File: src/rtl/ps2_rx_fifo.sv
// PS/2 receiver with a status-tagged receive FIFO.
//
// Both PS/2 lines are synchronized and glitch-filtered. Falling edges of the
// filtered clock drive an IDLE/DATA/PARITY/STOP frame FSM. Each completed or
// aborted frame pushes {status, byte} into a FIFO with a ready/valid read side.
//
// Ports:
//   clock, reset_n   system clock (rising edge), asynchronous active-low reset
//   device_clock     PS/2 clock line (asynchronous)
//   device_data      PS/2 data line (asynchronous)
//   enable           receiver enable; low holds the FSM in IDLE
//   clear            one-cycle pulse: empty the FIFO and clear overflow_flag
//   rd_ready         consumer accepts the head entry
//   rd_valid         FIFO not empty
//   rd_data          head entry byte
//   rd_error         head entry status: 00 ok, 01 parity, 10 framing, 11 timeout
//   fifo_count       number of stored entries
//   overflow_flag    sticky: a frame was dropped because the FIFO was full
module ps2_rx_fifo #(
    parameter logic [15:0] OVER_TIME  = 16'd1000,
    parameter int unsigned FILTER_LEN = 4,
    parameter int unsigned FIFO_DEPTH = 8
) (
    input  logic                          clock,
    input  logic                          reset_n,
    input  logic                          device_clock,
    input  logic                          device_data,
    input  logic                          enable,
    input  logic                          clear,
    input  logic                          rd_ready,
    output logic                          rd_valid,
    output logic [7:0]                    rd_data,
    output logic [1:0]                    rd_error,
    output logic [$clog2(FIFO_DEPTH):0]   fifo_count,
    output logic                          overflow_flag
);

    localparam int unsigned AW       = $clog2(FIFO_DEPTH);
    localparam logic [3:0]  FiltMax  = 4'(FILTER_LEN - 1);
    localparam logic [AW:0] FullCnt  = (AW + 1)'(FIFO_DEPTH);

    // ------------------------------------------------------------------
    // Synchronizers and filters
    // ------------------------------------------------------------------
    logic [1:0] clk_sync_q, dat_sync_q;
    logic       clk_filt_q, dat_filt_q;
    logic [3:0] clk_cnt_q, dat_cnt_q;
    logic       clk_filt_prev_q;
    logic       fall;

    always_ff @(posedge clock or negedge reset_n) begin
        if (!reset_n) begin
            clk_sync_q <= 2'b11;
            dat_sync_q <= 2'b11;
        end else begin
            clk_sync_q <= {clk_sync_q[0], device_clock};
            dat_sync_q <= {dat_sync_q[0], device_data};
        end
    end

    // A filtered line follows its synchronized input only after the input has
    // disagreed with it for FILTER_LEN consecutive cycles.
    always_ff @(posedge clock or negedge reset_n) begin
        if (!reset_n) begin
            clk_filt_q      <= 1'b1;
            dat_filt_q      <= 1'b1;
            clk_cnt_q       <= '0;
            dat_cnt_q       <= '0;
            clk_filt_prev_q <= 1'b1;
        end else begin
            clk_filt_prev_q <= clk_filt_q;

            if (clk_sync_q[1] == clk_filt_q) begin
                clk_cnt_q <= '0;
            end else if (clk_cnt_q == FiltMax) begin
                clk_filt_q <= clk_sync_q[1];
                clk_cnt_q  <= '0;
            end else begin
                clk_cnt_q <= clk_cnt_q + 4'd1;
            end

            if (dat_sync_q[1] == dat_filt_q) begin
                dat_cnt_q <= '0;
            end else if (dat_cnt_q == FiltMax) begin
                dat_filt_q <= dat_sync_q[1];
                dat_cnt_q  <= '0;
            end else begin
                dat_cnt_q <= dat_cnt_q + 4'd1;
            end
        end
    end

    assign fall = clk_filt_prev_q & ~clk_filt_q;

    // ------------------------------------------------------------------
    // Frame FSM
    // ------------------------------------------------------------------
    typedef enum logic [1:0] {StIdle, StData, StParity, StStop} state_e;

    state_e      state_q, state_d;
    logic [2:0]  bit_cnt_q, bit_cnt_d;
    logic [7:0]  shift_q, shift_d;
    logic        parity_q, parity_d;
    logic [15:0] timer_q, timer_d;
    logic        push;
    logic [9:0]  push_entry;
    logic [1:0]  stop_status;

    always_ff @(posedge clock or negedge reset_n) begin
        if (!reset_n) begin
            state_q   <= StIdle;
            bit_cnt_q <= '0;
            shift_q   <= '0;
            parity_q  <= 1'b0;
            timer_q   <= '0;
        end else begin
            state_q   <= state_d;
            bit_cnt_q <= bit_cnt_d;
            shift_q   <= shift_d;
            parity_q  <= parity_d;
            timer_q   <= timer_d;
        end
    end

    // Framing error wins over parity; odd parity means byte+parity has odd weight.
    always_comb begin
        if (!dat_filt_q) begin
            stop_status = 2'b10;
        end else if (!(^{shift_q, parity_q})) begin
            stop_status = 2'b01;
        end else begin
            stop_status = 2'b00;
        end
    end

    always_comb begin
        state_d    = state_q;
        bit_cnt_d  = bit_cnt_q;
        shift_d    = shift_q;
        parity_d   = parity_q;
        timer_d    = timer_q;
        push       = 1'b0;
        push_entry = '0;

        if (!enable) begin
            state_d = StIdle;
            timer_d = '0;
        end else if (state_q == StIdle) begin
            timer_d = '0;
            if (fall && !dat_filt_q) begin
                state_d   = StData;
                bit_cnt_d = '0;
                shift_d   = '0;
            end
        end else if (fall) begin
            timer_d = '0;
            case (state_q)
                StData: begin
                    shift_d   = {dat_filt_q, shift_q[7:1]};
                    bit_cnt_d = bit_cnt_q + 3'd1;
                    if (bit_cnt_q == 3'd7) begin
                        state_d = StParity;
                    end
                end
                StParity: begin
                    parity_d = dat_filt_q;
                    state_d  = StStop;
                end
                StStop: begin
                    push       = 1'b1;
                    push_entry = {stop_status, shift_q};
                    state_d    = StIdle;
                end
                default: state_d = StIdle;
            endcase
        end else if (timer_q >= OVER_TIME) begin
            // Stalled frame: report whatever has been shifted in so far.
            push       = 1'b1;
            push_entry = {2'b11, shift_q};
            state_d    = StIdle;
            timer_d    = '0;
        end else begin
            timer_d = timer_q + 16'd1;
        end
    end

    // ------------------------------------------------------------------
    // Receive FIFO
    // ------------------------------------------------------------------
    logic [9:0]    mem_q [FIFO_DEPTH];
    logic [AW-1:0] wr_ptr_q, rd_ptr_q;
    logic [AW:0]   count_q;
    logic          ovf_q;
    logic          pop, full, push_ok;

    assign full    = (count_q == FullCnt);
    assign rd_valid = (count_q != '0);
    assign pop     = rd_valid & rd_ready;
    // A pop in the same cycle frees the slot, so a full FIFO still accepts.
    assign push_ok = push & (~full | pop);

    always_ff @(posedge clock or negedge reset_n) begin
        if (!reset_n) begin
            wr_ptr_q <= '0;
            rd_ptr_q <= '0;
            count_q  <= '0;
            ovf_q    <= 1'b0;
        end else if (clear) begin
            wr_ptr_q <= '0;
            rd_ptr_q <= '0;
            count_q  <= '0;
            ovf_q    <= 1'b0;
        end else begin
            if (push_ok) begin
                wr_ptr_q <= wr_ptr_q + AW'(1);
            end
            if (pop) begin
                rd_ptr_q <= rd_ptr_q + AW'(1);
            end
            case ({push_ok, pop})
                2'b10:   count_q <= count_q + (AW + 1)'(1);
                2'b01:   count_q <= count_q - (AW + 1)'(1);
                default: count_q <= count_q;
            endcase
            if (push && full && !pop) begin
                ovf_q <= 1'b1;
            end
        end
    end

    always_ff @(posedge clock) begin
        if (!clear && push_ok) begin
            mem_q[wr_ptr_q] <= push_entry;
        end
    end

    // Gate the head with rd_valid so an empty FIFO reads as zero.
    assign {rd_error, rd_data} = rd_valid ? mem_q[rd_ptr_q] : 10'h000;
    assign fifo_count    = count_q;
    assign overflow_flag = ovf_q;

endmodule
File: config.mk
export PLATFORM = sky130hd
export DESIGN_NAME = ps2_rx_fifo
export DESIGN_NICKNAME = d
export VERILOG_FILES = /design/src/rtl/ps2_rx_fifo.sv
export SDC_FILE = /design/constraint.sdc
export NUM_CORES = 1
export LEC_CHECK = 0
export BUFFER_PORTS_ARGS = -buffer_cell sky130_fd_sc_hd__buf_4
export CAP_MARGIN = 30
export CORE_UTILIZATION = 55
export DETAILED_ROUTE_END_ITERATION = 10
export GPL_TIMING_DRIVEN = 0
export PLACE_DENSITY = 0.73
export SLEW_MARGIN = 20
export SYNTH_ARGS = -nofsm -noshare
export SYNTH_HDL_FRONTEND = slang
export SYNTH_SLANG_ARGS = --single-unit
File: constraint.sdc
create_clock -name clock -period 3.6 [get_ports clock]
set_input_delay 0.36 -clock clock [delete_from_list [all_inputs] [get_ports clock]]
set_output_delay 0.36 -clock clock [all_outputs]
set_load 0.1 [all_outputs]
# [Yosys cells after proc, flatten, opt, wreduce, memory -nomap -nowiden]
# Memory sizes are Yosys's and may differ from the RTL's.
# Index checks and enable logic that the tools add are counted.
[classes] mux=46 n_mul=0 n_addsub=8 n_bitwise=9 div=0 n_lt_le_gt_ge=1 reduce_logical=21 shifts=0 n_eq_ne=15
[ops] cell="2-to-1 mux 16 bit" n=4
[ops] cell="2-to-1 mux 10 bit" n=6
[ops] cell="2-to-1 mux 8 bit" n=4
[ops] cell="2-to-1 mux 3 bit" n=8
[ops] cell="2-to-1 mux 4 bit" n=5
[ops] cell="adder 16 x 1 -> 16 bit, second input constant" n=1
[ops] cell="greater-or-equal comparator 16 x 10 -> 1 bit, second input constant" n=1
[ops] cell="2-to-1 mux 2 bit" n=7
[ops] cell="adder 4 x 1 -> 4 bit, second input constant" n=3
[ops] cell="2-to-1 mux 1 bit" n=10
[ops] cell="nonzero test 2 bit" n=5
[ops] cell="adder 3 x 1 -> 3 bit, second input constant" n=3
[ops] cell="parity 9 bit" n=1
[ops] cell="equality test 4 x 2 -> 1 bit, second input constant" n=2
[ops] cell="one-hot mux 4 bit (2 select lines)" n=1
[ops] cell="AND reduction 4 bit" n=2
[ops] cell="equality test 2 bit, second input constant" n=3
[ops] cell="inequality test 5 bit, second input constant" n=1
[ops] cell="inverter 1 bit" n=5
[ops] cell="equality test 2 x 1 -> 1 bit, second input constant" n=2
[ops] cell="equality test 4 bit, second input constant" n=1
[ops] cell="logical AND 1 bit" n=4
[ops] cell="inequality test 4 x 1 -> 1 bit, second input constant" n=1
[ops] cell="one-hot mux 2 bit (2 select lines)" n=1
[ops] cell="13 further kinds" n=19
[word_totals] ff_bits=56 wordCells=117 ram_bits=80 input_bits=7 latchBits=0 output_inout_bits=16 n_memories=1 romBits=0
[memory_table] name="mem_q" words=8 width=10 rd=1 rd_ports_with_merged_regs=0 wr=1 line="190" text="logic [9:0] mem_q [FIFO_DEPTH];"

# [Logic depth before layout (Yosys ltp)]
[logic_depth] ltp_word=9 depth_mapped=11 ltp_nobuf=10

# [Least setup slack after synthesis]
# OpenSTA, ideal clock, no wires.
[synth_timing] kind="register to register" from="register count_q[0], in the netlist fifo_count[0]" to="register count_q[3], in the netlist fifo_count[3]" setup_ns=0.128 required_ns=3.472 path_buffers=1 synth_period_minus_slack_ns=3.417 stages_incl_launch_ff=12 slack_ns=0.183 t_arrival_ns=3.289 path_cell_list="dfrtp_1 > or3_4 > nor2_4 > inv_2 > and2_4 > buf_6 > o21a_4 > ha_1 > a21o_1 > a21oi_1 > mux2i_1 > mux2_1"
[synth_between] elab_chain_len=7 word_cells_on_any_way=13 cone_classes="add/sub (2); eq/ne (3); mux (2); bitwise (4); reduce/logical (2)"
[synth_lines] element="start, declared" line="192" text="logic [AW:0] count_q;"
[synth_lines] element="start signal, assigned" line="221" text="2'b10: count_q <= count_q + (AW + 1)'(1);"
[synth_lines] element="start signal, assigned" line="222" text="2'b01: count_q <= count_q - (AW + 1)'(1);"
[synth_lines] element="start signal, assigned" line="223" text="default: count_q <= count_q;"
[synth_lines] element="nonzero test 4 bit *" line="197" text="assign rd_valid = (count_q != '0);"
[synth_lines] element="via rd_valid" line="31" text="output logic rd_valid,"
[synth_lines] element="bitwise AND 1 bit *" line="198" text="assign pop = rd_valid & rd_ready;"
[synth_lines] element="OR 1 bit" line="200" text="assign push_ok = push & (~full | pop);"
[synth_lines] element="bitwise AND 1 bit" line="200"
[synth_lines] element="equality test 2 x 1 -> 1 bit / equality test 2 bit (equally long branches)" line="220" text="case ({push_ok, pop})"
[synth_lines] element="one-hot mux 4 bit (2 select lines)" line="220"
[synth_lines] element="2-to-1 mux 4 bit" line="208" text="end else if (clear) begin"
# Mark *: on every way through the listed nets, which the timed path passes. The rest lies on a longest branch.
# A chain may end at the register's enable or synchronous reset.

# [Worst setup path after layout]
[layout_timing] from="register state_q[0]" to="memory mem_q[2][2], enable pin"
[layout_between] elab_chain_len=9 word_cells_on_any_way=10 cone_classes="eq/ne (1); mux (6); bitwise (1); reduce/logical (2)"
[layout_lines] element="start, declared" line="100" text="state_e state_q, state_d;"
[layout_lines] element="start signal, assigned" line="111" text="state_q <= StIdle;"
[layout_lines] element="start signal, assigned" line="117" text="state_q <= state_d;"
[layout_lines] element="equality test 2 bit" line="157" text="case (state_q)"
[layout_lines] element="2-to-1 mux 1 bit" line="157"
[layout_lines] element="2-to-1 mux 1 bit" line="155" text="end else if (fall) begin"
[layout_lines] element="2-to-1 mux 1 bit *" line="148" text="end else if (state_q == StIdle) begin"
[layout_lines] element="2-to-1 mux 1 bit *" line="145" text="if (!enable) begin"
[layout_lines] element="bitwise AND 1 bit *" line="200"
[layout_lines] element="logical AND 1 bit *" line="232" text="if (!clear && push_ok) begin"
[layout_lines] element="2-to-1 mux 1 bit *" line="232"
[layout_lines] element="2-to-1 mux 1 bit (implied by the code) *" line="233" text="mem_q[wr_ptr_q] <= push_entry;"
[layout_lines] element="end, declared" line="190"
# Every way passes the cells marked *; elsewhere a longest branch is shown, timed or not.

==> run_results.csv <==
group,metric,value,unit
timing,finalSetupViolCount,0,
clock_tree,h-tree-depth,4,
synthesis,synth-compound-area-share,0.0436,
die,dieArea,0.0109,mm²
synthesis,synth_mux_area_frac,0.113,
die,start_util,0.564,
global_routing,grt_max_degree,57,
routing,met2_wirelength,5500,µm
timing,max_freq,303,MHz
placed_design,numPlacedInstances,549,
synthesis,ys_types,50,
timing,rsz0062_at_grt,"no",
synthesis,synth_sequential_area_ratio,0.658,
power_and_ir_drop,p_leak,2.68,nW
clock_tree,insertion_delay,0.52,ns
placed_design,dp_hpwl,7140,µm
die,die_x,105,µm
routing,top_layer,"met4",
routing,wl_per_cell,17.8,µm
placed_design,io_buffers,21,
die,core,0.0103,mm²
finish,layout_common_cells,"80 x edfxtp_1, 49 x dfrtp_1, 37 x nor2_1",
routing,drtPass1Iterations,4,
synthesis,ys_async_sr_fraction,0.412,
synthesis,syn_area,0.00579,mm²
critical_path,cp.required,3.82,ns
synthesis,syn-instance-count,378,
power_and_ir_drop,powerDensity,755,mW/mm²
clock_tree,cts-root-buf,"clkbuf_8",
routing,via_per_inst,5.51,
global_routing,grt_pass1_wl,17200,µm
critical_path,crit_type,"reg -> reg",
synthesis,synth_edf_count,80,
die,row_count,37,
synthesis,yosysWarnings,0,
power_and_ir_drop,irDropWorstVdd,0.436,mV
timing,post-route-min-period,3.30,ns
critical_path,worstPathArrival,3.52,ns
placed_design,place.gp.congestion,0.764,
finish,instances_no_fill,584,
finish,fillers,727,
finish,diodes,0,
timing,period_share,0.916,
global_routing,grt_pass1_vias,3371,
die,ios,23,
global_routing,grt.total_usage,0.213,
timing,whs,0.121,ns
synthesis,synthSimpleGateAreaFrac,0.0965,
min_path,hp-class,"in -> reg",
synthesis,ys.flop_type,"edfxtp_1",
timing,finalHoldViolations,0,
die,die_h,105,µm
global_routing,overflow,0,
timing,fin_skew,0.00721,ns
synthesis,syn_area_per_cell,15.3,µm²
synthesis,ys_ff_latch,136,
finish,drive_above_1_share,0.246,
clock_tree,cts.sinks,136,
timing,slew_violations,0,
timing,tightest_slew,0.957,ns
routing,wl_met3,363,µm
critical_path,critPathLaunchType,"flop",
routing,drc_errors,0,
clock_tree,clkSlewWorstSetupHoldPaths,0.06,ns
clock_tree,post_cts_resized,0,
routing,vias,3219,
routing,wl,10400,µm
status,status,"complete, no violations",
routing,drtIter0Drc,191,
finish,final_common_cell,"edfxtp_1",
critical_path,critPathMaxFanout,9,
synthesis,synth_top_family_by_area,"multiplexers",
routing,ant_nets,0,
finish,final_nets,458,
timing,relSlewSlack,0.358,
clock_tree,cts_buffers,17,
run,cap_violations,0,
synthesis,synthAdderAreaFrac,0.0359,
clock_tree,clk_path_buf_depth,2,
finish,syn2layout_area_growth,17.8,%
synthesis,synthXorXnorAreaFrac,0.0356,
global_routing,antenna_found_initial,0,
routing,met1_length,4370,µm
clock_tree,cts_tree,"built",
critical_path,end_kind,"flop",
## timing repair
item | 4_1_cts | 5_1_grt
buffers inserted | 0 | 0
endpoints found under the setup margin | 0 | 0
hold endpoints to repair | 51 | 0
hold buffers | 3 | 0
## critical path, stage by stage (launching register included)
cell	delay, ns
dfrtp_1	0.41
inv_1	0.11
ha_1	0.27
nor2b_1	0.12
clkbuf_1	0.34
o311ai_1	0.26
nor2_1	0.28
nand2_1	0.18
nor4_2	0.69
buf_2	0.33
## logic make-up (layout without fill, tap and decap cells)
logic type      Yosys count  count (layout)
compound gates           34              34
simple gates            107             107
buf+inv                  22              87
fa+ha+maj                16              16
mux                      40              40
xor+xnor                 22              22
flops                   136             136
other cells               1               6
## stage by stage
| step | cell area [µm²] | util | total power (W) | worst slack, ns | setup TNS (ns) |
|---|---|---|---|---|---|
| after floorplan | 5810 | - | 0.00324 | 0.183 | 0 |
| after global placement | 6140 | 0.597 | 0.00356 | -0.446 | -11.21 |
| after detailed placement | 6250 | 0.608 | 0.00360 | 0.351 | 0 |
| after CTS | 6820 | 0.664 | 0.00519 | 0.282 | 0 |
| after global routing | 6820 | 0.664 | 0.00537 | 0.0587 | 0 |
| final | 6820 | 0.664 | 0.00515 | 0.302 | 0 |
## report_power, final
part	switching (W)	leakage, nW	internal (W)
Sequential	0.0000929	1.52	0.00178
Clock	0.000713	0.255	0.000872
Combinational	0.00120	0.897	0.000489
Total	0.00201	2.68	0.00314
## path summary, 6_finish.rpt
path | from | endpoint | slack [ns] | depth (start not counted)
max | state_q[0] | mem_q[2][2] | 0.30 | 9
min | enable | state_q[0] | 0.12 | 3
max reg2reg | state_q[0] | mem_q[2][2] | 0.30 | 9
min reg2reg | dat_sync_q[0] | dat_sync_q[1] | 0.36 | 0
max in group asynchronous | reset_n | fifo_count[2] | 2.72 | 2
min in group asynchronous | reset_n | dat_cnt_q[0] | 0.42 | 2
## flip-flops by register name, indices dropped and copies added, names as in the netlist, 3 cells and up
signal and cells:
mem_q 80, timer_q 16, shift_q 8, clk_cnt_q 4
dat_cnt_q 4, fifo_count 4, bit_cnt_q 3, rd_ptr_q 3
wr_ptr_q 3
## final cells by class
type	instances	area, µm²	share of cell area
flip-flops and latches	136	3810	0.559
multi-input cells	225	1940	0.284
clock buffers	17	414	0.0607
repair buffers	33	260	0.0381
well taps	136	170	0.0249
clock inverters	15	133	0.0194
plain buffers	14	63.8	0.00935
inverters	8	30.0	0.00440
## Yosys cell counts (4+ instances only)
cell / instances / area, µm²
nor2b_1: 4 / 25.0
and3_1: 4 / 25.0
inv_1: 7 / 26.3
dfrtp_1: 49 / 1230
clkbuf_1: 10 / 37.5
and2_1: 8 / 50.1
nand3_1: 12 / 60.1
a21oi_1: 8 / 40.0
nand2b_1: 4 / 25.0
xor2_1: 11 / 96.3
mux4_2: 20 / 450
nand2_1: 12 / 45.0
nor2_1: 37 / 139
nor3_1: 8 / 40.0
ha_1: 15 / 188
xnor2_1: 10 / 87.6
mux2i_1: 15 / 150
edfxtp_1: 80 / 2400
o21ai_0: 5 / 25.0
a22o_1: 10 / 87.6
dfstp_2: 7 / 184
mux2_2: 4 / 45.0
## metal layers
layer | vias to the layer above | global-route usage
met5 | - | 0
met4 | 0 | 0.0785
met3 | 15 | 0.0512
met2 | 49 | 0.371
met1 | 1632 | 0.258
li1 | 1523 | -
No activity file was read; power rests on OpenSTA's default activity.
